===== src/rtl/dsp_axis_pkg.sv =====
// Shared definitions for the round-robin AXI-Stream operand arbiter:
// operand packing, arbiter state encoding and the rotating priority pick.
package dsp_axis_pkg;

  localparam int MAX_REQ   = 8;
  localparam int MAX_IDX_W = 3;

  // Operand order inside a requester slice, a in the LSBs
  localparam int OPER_A = 0;
  localparam int OPER_B = 1;
  localparam int OPER_C = 2;

  typedef enum logic {
    IDLE  = 1'b0,
    BURST = 1'b1
  } arb_state_t;

  function automatic int oper_lsb(input int oper, input int data_w);
    return oper * data_w;
  endfunction

  // First set bit of valid_vec searching upward from last_grant+1, wrapping at num_req
  function automatic logic [MAX_IDX_W-1:0] rr_pick(input logic [MAX_REQ-1:0] valid_vec,
                                                   input logic [MAX_IDX_W-1:0] last_grant,
                                                   input int num_req);
    logic [MAX_IDX_W-1:0] pick;
    logic found;
    int idx;
    pick  = '0;
    found = 1'b0;
    for (int off = 1; off <= MAX_REQ; off++) begin
      idx = (int'(last_grant) + off) % num_req;
      if (off <= num_req && !found && valid_vec[idx]) begin
        pick  = MAX_IDX_W'(idx);
        found = 1'b1;
      end
    end
    return pick;
  endfunction

endpackage


===== src/rtl/dsp_axis_rr_arbiter_pick.sv =====
// Combinational rotate-and-priority-encode: one-hot grant plus index of the
// next requester after last_grant_i.
module rr_priority_pick
  import dsp_axis_pkg::*;
#(
  parameter int NUM_REQ  = 4,
  parameter int ID_WIDTH = 2
) (
  input  logic [NUM_REQ-1:0]  req_vec_i,
  input  logic [ID_WIDTH-1:0] last_grant_i,
  output logic                any_o,
  output logic [NUM_REQ-1:0]  grant_oh_o,
  output logic [ID_WIDTH-1:0] grant_idx_o
);

  logic [MAX_IDX_W-1:0] pick;

  assign pick        = rr_pick(MAX_REQ'(req_vec_i), MAX_IDX_W'(last_grant_i), NUM_REQ);
  assign any_o       = |req_vec_i;
  assign grant_idx_o = ID_WIDTH'(pick);
  assign grant_oh_o  = any_o ? (NUM_REQ'(1) << pick) : '0;

endmodule


===== src/rtl/dsp_axis_rr_arbiter.sv =====
// Packet-granular round-robin arbiter feeding a three-operand AXI-Stream DSP
// through a one-entry output register; grant_id tags each buffered beat.
module dsp_axis_rr_arbiter
  import dsp_axis_pkg::*;
#(
  parameter int DATA_WIDTH = 16,
  parameter int NUM_REQ    = 4,
  parameter int ID_WIDTH   = 2
) (
  input  logic                              clk,
  input  logic                              reset,
  input  logic [NUM_REQ*3*DATA_WIDTH-1:0]   s_req_data,
  input  logic [NUM_REQ-1:0]                s_req_valid,
  input  logic [NUM_REQ-1:0]                s_req_last,
  output logic [NUM_REQ-1:0]                s_req_ready,
  output logic [DATA_WIDTH-1:0]             m_axis_data_a,
  output logic [DATA_WIDTH-1:0]             m_axis_data_b,
  output logic [DATA_WIDTH-1:0]             m_axis_data_c,
  output logic                              m_axis_valid_a,
  output logic                              m_axis_valid_b,
  output logic                              m_axis_valid_c,
  output logic                              m_axis_last_a,
  output logic                              m_axis_last_b,
  output logic                              m_axis_last_c,
  input  logic                              m_axis_ready_a,
  input  logic                              m_axis_ready_b,
  input  logic                              m_axis_ready_c,
  output logic [ID_WIDTH-1:0]               grant_id,
  output logic                              busy
);

  localparam int BEAT_W = 3 * DATA_WIDTH;
  localparam int A_LSB  = oper_lsb(OPER_A, DATA_WIDTH);
  localparam int B_LSB  = oper_lsb(OPER_B, DATA_WIDTH);
  localparam int C_LSB  = oper_lsb(OPER_C, DATA_WIDTH);

  arb_state_t           state_q, state_d;
  logic [NUM_REQ-1:0]   owner_oh_q, owner_oh_d;
  logic [ID_WIDTH-1:0]  owner_id_q, owner_id_d;
  logic [ID_WIDTH-1:0]  last_grant_q, last_grant_d;
  logic [ID_WIDTH-1:0]  grant_id_q, grant_id_d;
  logic                 out_valid_q, out_valid_d;
  logic                 out_last_q, out_last_d;
  logic [BEAT_W-1:0]    out_beat_q, out_beat_d;

  logic                 pick_any;
  logic [NUM_REQ-1:0]   pick_oh;
  logic [ID_WIDTH-1:0]  pick_idx;
  logic                 accept, space, load, sel_last;
  logic [BEAT_W-1:0]    sel_beat;
  logic [NUM_REQ-1:0]   ready;

  rr_priority_pick #(
    .NUM_REQ  (NUM_REQ),
    .ID_WIDTH (ID_WIDTH)
  ) u_pick (
    .req_vec_i    (s_req_valid),
    .last_grant_i (last_grant_q),
    .any_o        (pick_any),
    .grant_oh_o   (pick_oh),
    .grant_idx_o  (pick_idx)
  );

  // A beat leaves only when all three DSP streams take it together
  assign accept = out_valid_q & m_axis_ready_a & m_axis_ready_b & m_axis_ready_c;
  assign space  = ~out_valid_q | accept;
  assign ready  = (state_q == BURST && space) ? owner_oh_q : '0;
  assign load   = |(s_req_valid & ready);

  always_comb begin
    sel_beat = '0;
    sel_last = 1'b0;
    for (int i = 0; i < NUM_REQ; i++) begin
      if (owner_oh_q[i]) begin
        sel_beat = s_req_data[i*BEAT_W +: BEAT_W];
        sel_last = s_req_last[i];
      end
    end
  end

  always_comb begin
    state_d      = state_q;
    owner_oh_d   = owner_oh_q;
    owner_id_d   = owner_id_q;
    last_grant_d = last_grant_q;
    grant_id_d   = grant_id_q;
    out_valid_d  = out_valid_q;
    out_last_d   = out_last_q;
    out_beat_d   = out_beat_q;
    case (state_q)
      IDLE: begin
        if (pick_any) begin
          state_d      = BURST;
          owner_oh_d   = pick_oh;
          owner_id_d   = pick_idx;
          last_grant_d = pick_idx;
        end
      end
      BURST: begin
        if (load && sel_last) state_d = IDLE;
      end
      default: state_d = IDLE;
    endcase
    if (load) begin
      out_valid_d = 1'b1;
      out_beat_d  = sel_beat;
      out_last_d  = sel_last;
      grant_id_d  = owner_id_q;
    end else if (accept) begin
      out_valid_d = 1'b0;
    end
  end

  always_ff @(posedge clk or posedge reset) begin
    if (reset) begin
      state_q      <= IDLE;
      owner_oh_q   <= '0;
      owner_id_q   <= '0;
      last_grant_q <= ID_WIDTH'(NUM_REQ - 1);
      grant_id_q   <= '0;
      out_valid_q  <= 1'b0;
      out_last_q   <= 1'b0;
      out_beat_q   <= '0;
    end else begin
      state_q      <= state_d;
      owner_oh_q   <= owner_oh_d;
      owner_id_q   <= owner_id_d;
      last_grant_q <= last_grant_d;
      grant_id_q   <= grant_id_d;
      out_valid_q  <= out_valid_d;
      out_last_q   <= out_last_d;
      out_beat_q   <= out_beat_d;
    end
  end

  assign s_req_ready    = ready;
  assign m_axis_data_a  = out_beat_q[A_LSB +: DATA_WIDTH];
  assign m_axis_data_b  = out_beat_q[B_LSB +: DATA_WIDTH];
  assign m_axis_data_c  = out_beat_q[C_LSB +: DATA_WIDTH];
  assign m_axis_valid_a = out_valid_q;
  assign m_axis_valid_b = out_valid_q;
  assign m_axis_valid_c = out_valid_q;
  assign m_axis_last_a  = out_last_q;
  assign m_axis_last_b  = out_last_q;
  assign m_axis_last_c  = out_last_q;
  assign grant_id       = grant_id_q;
  assign busy           = (state_q == BURST) | out_valid_q;

endmodule


===== config.mk =====
export PLATFORM = sky130hd
export DESIGN_NAME = dsp_axis_rr_arbiter
export DESIGN_NICKNAME = d
export VERILOG_FILES = /design/src/rtl/dsp_axis_pkg.sv /design/src/rtl/dsp_axis_rr_arbiter_pick.sv /design/src/rtl/dsp_axis_rr_arbiter.sv
export SDC_FILE = /design/constraint.sdc
export NUM_CORES = 1
export LEC_CHECK = 0
export CAP_MARGIN = 20
export CORE_AREA = 4 4 103 105
export CTS_CLUSTER_DIAMETER = 80
export DETAILED_ROUTE_END_ITERATION = 8
export DIE_AREA = 0 0 107 109
export GPL_ROUTABILITY_DRIVEN = 0
export PLACE_DENSITY = 0.85
export SYNTH_ARGS = -nofsm -noshare
export SYNTH_HDL_FRONTEND = slang
export SYNTH_HIERARCHICAL = 1
export SYNTH_SLANG_ARGS = --single-unit

===== constraint.sdc =====
create_clock -name clk -period 5.82 [get_ports clk]
set_clock_uncertainty 0.05 [all_clocks]
set_input_delay 1.164 -clock clk [delete_from_list [all_inputs] [get_ports clk]]
set_output_delay 1.164 -clock clk [all_outputs]
set_load 0.005 [all_outputs]

Word level (Yosys, flattened, before mapping):

Index checks and enable logic that the tools add are counted.

* register bits after elaboration: 61

* add/subtract/negate cells: 4
* order comparisons: 4
* shift-type cells: 1
* muxes and demuxes: 33
* bitwise logic cells: 12
* reduce and logical (&&, ||, !) cells: 16

Operator list (count)
* $mux W48: 4
* $lt A3 B5 Y1 const B: 4
* $mux W1: 19
* $bmux W1 S3: 4
* $mux W3: 4
* $reduce_or A2 Y1: 4
* $reduce_or A4 Y1: 2
* $logic_and A1 B1 Y1: 5
* $add A2 B1 Y2 const B: 2
* $add A2 B2 Y2 const B: 2
* $and A1 B1 Y1 const A: 4
* $and A4 B4 Y4: 1
* $mux W4: 1
* $shl A1 B3 Y4 const A: 1
* $and A1 B1 Y1: 3
* $logic_not A1 Y1: 3
* $not A1 Y1: 2
* $or A1 B1 Y1: 2
* $pmux W1 S2: 1
* $reduce_and A2 Y1: 1
* $reduce_bool A2 Y1: 1

Depth between registers and ports, before layout:

* depth in word-level cells: 17
* mapped depth: 7
* depth with buffers taken out: 5

Cells and area by module:

The synthesis kept the hierarchy.

By module, submodules not included
* dsp_axis_rr_arbiter: instances 1, cells each 346, area each 3288.2 um2, seq. area each 1529.0 um2
* rr_priority_pick: instances 1, cells each 30, area each 200.2 um2, seq. area each 0.0 um2

Worst setup path after synthesis:

OpenSTA, ideal clock, no wires.

* path type: input-to-output
* start: input m_axis_ready_c
* end: output s_req_ready[0]
* arrival time: 1714 ps
* data required time: 4606 ps
* setup slack: 2892 ps
* stages on the path: 3
* path buffers: 0
* path through: and3_1 -> o21a_1 -> and2_1

* longest elaborated chain between the ends: 4

Ends and longest elaborated chain
* start: declaration: RTL line dsp_axis_rr_arbiter.sv:27 `input logic m_axis_ready_c,`
* $and A1 B1 Y1: RTL line dsp_axis_rr_arbiter.sv:65 `assign accept = out_valid_q & m_axis_ready_a & m_axis_ready_b & m_axis_ready_c;`
* $or A1 B1 Y1: RTL line dsp_axis_rr_arbiter.sv:66 `assign space = ~out_valid_q | accept;`
* $logic_and A1 B1 Y1: RTL line dsp_axis_rr_arbiter.sv:67 `assign ready = (state_q == BURST && space) ? owner_oh_q : '0;`
* $mux W4: RTL line dsp_axis_rr_arbiter.sv:67
* end: declaration: RTL line dsp_axis_rr_arbiter.sv:15 `output logic [NUM_REQ-1:0] s_req_ready,`

No other way between the ends.

Worst setup path in the final report:

* start: input m_axis_ready_c
* end: output s_req_ready[3]

Same word-level chain as after synthesis.

==> results.txt <==
For this run, the total global-route usage over all layers was measured as 23.7%. The met2 global-route usage was 42.0%. After the last flow step, the layout net total stands at 817.

TritonCTS built the clock tree. In this run, the number of DRC markers left after iteration 0 of detailed routing was 204. Entering global routing, the biggest net connects 71 pins.

The number of hold buffers added after CTS is 0. Synthesis inferred 61 register bits. Global routing used 7.22% of the available met3 tracks. The tools report the number of setup violations in the final report as 0.

In the synthesized netlist the dominant register cell turns out to be dfrtp_1. The number of instances in the synthesized netlist was 376; the worst hold slack after final layout was 0.430 ns. The number of pins exceeding their max-slew limit in the final report was 0; the effective utilization at floorplan was 36.2%.

The relative area change from synthesis to final layout is 83.5%. The layer flagged by global routing as most heavily used is met2. The number of gates resized after CTS was 0. The post-route clock period utilization is 66.6%, and the x dimension of the die is 107 um. At the pin with the least slew margin, the transition time is 1.06 ns. The first-pass iteration count of the detailed router was 5; the row count was 36. The tool flagged a number of max-cap violations equal to 0. The area of the die came out at 11,700 um^2.

The run gives 0.000224 V as the peak supply drop. The region available for standard cell placement spans 9640 um^2. The total DRC errors in the routed layout was 0. Yosys printed 6 warnings. The tools report the sort of element at the start of the critical path as an input pin. Global routing consumed, on the met1 layer, 26.3% of the routing resources.

Detailed-route vias per instance: 5.52. Wires add up to 14,400 um. Dividing total power by cell area gives a power density of 446 nW/um^2. The logs give 0 for the initial antenna violation count and 266 for the number of ports placed on the die boundary.

The first global-routing pass estimated 21,400 um of wire. No sink is reached through more buffers than the 2 on the longest clock path. Leaving out fill and tap cells, the most frequent cell in the layout is clkdlybuf4s50_1. The per-cell routed wire length was 19.2 um; the final critical delay including setup and external delays was 3.87 ns.

For the worst setup path, the data required time is 4.61 ns. The number of nets in the synthesized netlist is 581, and the overall power consumption is 2.85 mW. Summing every instance area after synthesis gives 3490 um^2. The logs give 9 for the total clock buffers created by CTS and 29.2% for the worst max-slew margin expressed relative to the limit. The tools report the number of H-tree levels as 3.

The number of placed instances, taps included, is 733. STA puts the critical path data arrival time at 2.66 ns. The tree built by TritonCTS fans out to 61 sinks. Along the worst path, the maximum fanout reaches 4. From bottom edge to top edge, the die measures 109 um.

After filler insertion, the fill cell instance count of the layout stands at 804. Setup repair after global routing left no endpoint under its margin. The total global routing overflow was 0; the total negative setup slack was 0 ns.

Counting flops with an async set or reset pin after synthesis yields a share of 100%. Based on the critical path, the design can be clocked at up to 258 MHz. The logs give 3.05 ns for the register-to-register setup slack and 2.53 nW for the cell leakage power. The tools report the number of nets with antenna violations after routing as 0. The tools report the type of destination of the critical path as an output port. The latest clock arrival within the worst-skew pair is 0.33 ns.

In the layout the commonest cells are 265 x clkdlybuf4s50_1, 70 x nand2_1, 58 x dfrtp_1. In the final layout, the share of cells above drive strength 1 is 5.02%. Each instance of the synthesized netlist takes up on average 9.28 um^2.

The clock-pin transition on the worst setup and hold timing paths was 0.07 ns. The proportion of synthesized chip area in sequential cells was 43.8%. The placed wire-length estimate was 10,900 um.

The path class of the lowest-slack min-delay path was reg2reg. The number of hold-slack violations in the final timing report is 0. The finished layout holds 750 standard cells, fillers aside.

The routed layout has 4,142 vias. The run finished with clean final reports. Measured in cells, the most critical reg-to-reg path has a length of 5. Counting flops with a built-in enable in the synthesized netlist gives 0. Count of antenna diodes in the layout: 0. The count of different cell masters after synthesis came out at 34. The root buffer cell chosen for the clock tree is clkbuf_8. The count of buffers inserted at the top-level ports is 265.

The via count of the first global-routing pass is 4,313, and the fraction of the core area covered by cells at the end of the flow is 66.4%. Once the clock tree was built, the setup fixing pass inserted 0 buffers. Number of cells traversed by the worst hold path: 2.

The worst setup path category is in2out.
==> worst max-delay path, cell delays in order <==
cell and delay [ns]:
clkdlybuf4s50_1 0.45, and3_1 0.24, o21a_1 0.17, and2_1 0.13
clkdlybuf4s50_1 0.51
==> registers in the layout, indices dropped and copies added, names as in the netlist <==
name            count
out_beat_q         48
owner_oh_q          4
grant_id            2
last_grant_q        2
owner_id_q          2
m_axis_last_a       1
m_axis_valid_a      1
state_q             1
==> synthesized netlist by cell type (2+ instances only) <==
| master | number | area share (%) |
|---|---|---|
| a21o_1 | 2 | 0.43 |
| a21oi_1 | 7 | 1.0 |
| a221oi_1 | 49 | 12 |
| a22o_1 | 2 | 0.50 |
| and2_1 | 5 | 0.90 |
| and2b_1 | 2 | 0.43 |
| and3_1 | 2 | 0.36 |
| buf_2 | 15 | 2.2 |
| buf_4 | 6 | 1.3 |
| buf_6 | 3 | 0.97 |
| clkbuf_1 | 20 | 2.2 |
| dfrtp_1 | 59 | 42 |
| dfstp_2 | 2 | 1.5 |
| inv_1 | 4 | 0.43 |
| mux2_1 | 2 | 0.65 |
| nand2_1 | 70 | 7.5 |
| nand2b_1 | 5 | 0.90 |
| nor2_1 | 5 | 0.54 |
| nor2b_1 | 2 | 0.36 |
| nor2b_2 | 2 | 0.50 |
| o21a_1 | 2 | 0.43 |
| o21ai_0 | 3 | 0.43 |
| o221ai_1 | 2 | 0.50 |
| o22ai_1 | 48 | 8.6 |
| o31ai_1 | 48 | 10 |
==> area by class of cell <==
class / count / area, um^2 / area share, %
Tap cell: 133 / 166 / 2.60
Sequential cell: 61 / 1530 / 23.9
Clock inverter: 3 / 90.1 / 1.41
Timing Repair Buffer: 269 / 2710 / 42.3
Inverter: 4 / 15.0 / 0.235
Clock buffer: 13 / 169 / 2.64
Multi-Input combinational cell: 267 / 1720 / 26.9
==> metrics by stage <==
| stage | cell area (um^2) | setup WS [ns] |
|---|---|---|
| global route | 6400 | 1.84 |
| detailed placement | 6120 | 1.93 |
| global placement | 6120 | 1.99 |
| finish | 6400 | 1.95 |
| floorplan | 3490 | 2.89 |
| CTS | 6380 | 1.93 |
==> logic make-up (layout without fill, tap and decap cells) <==
| logic type | after synthesis | after routing | synth area share [%] |
|---|---|---|---|
| buffers and inverters | 48 | 289 | 6.99 |
| AOI/OAI and AO/OA | 169 | 169 | 36.5 |
| DFF | 61 | 61 | 43.8 |
| and+or+nand+nor | 96 | 96 | 12.0 |
| muxes | 2 | 2 | 0.646 |
==> layer usage <==
metal,routed length (um),vias to the layer above
met5,0,-
met4,395,0
met3,1390,31
met2,7270,242
met1,5350,1926
li1,-,1943
==> worst paths after layout <==
check,start,end
worst max-delay path,m_axis_ready_c,s_req_ready[3]
worst min-delay path,out_beat_q[26]$_DFFE_PP0P_,out_beat_q[26]$_DFFE_PP0P_
worst max register to register,owner_oh_q[1]$_DFFE_PP0P_,m_axis_last_a$_DFFE_PP0P_
worst min register to register,out_beat_q[26]$_DFFE_PP0P_,out_beat_q[26]$_DFFE_PP0P_
max in group asynchronous,reset,owner_oh_q[1]$_DFFE_PP0P_
min in group asynchronous,reset,out_beat_q[40]$_DFFE_PP0P_
==> where the power goes <==
group          internal [mW]  switching, mW  total (mW)
logic                  0.822          0.746        1.57
registers              0.623          0.179       0.802
clock network          0.320          0.164       0.484
total                   1.76           1.09        2.85
Power figures use the tool's default switching activity.
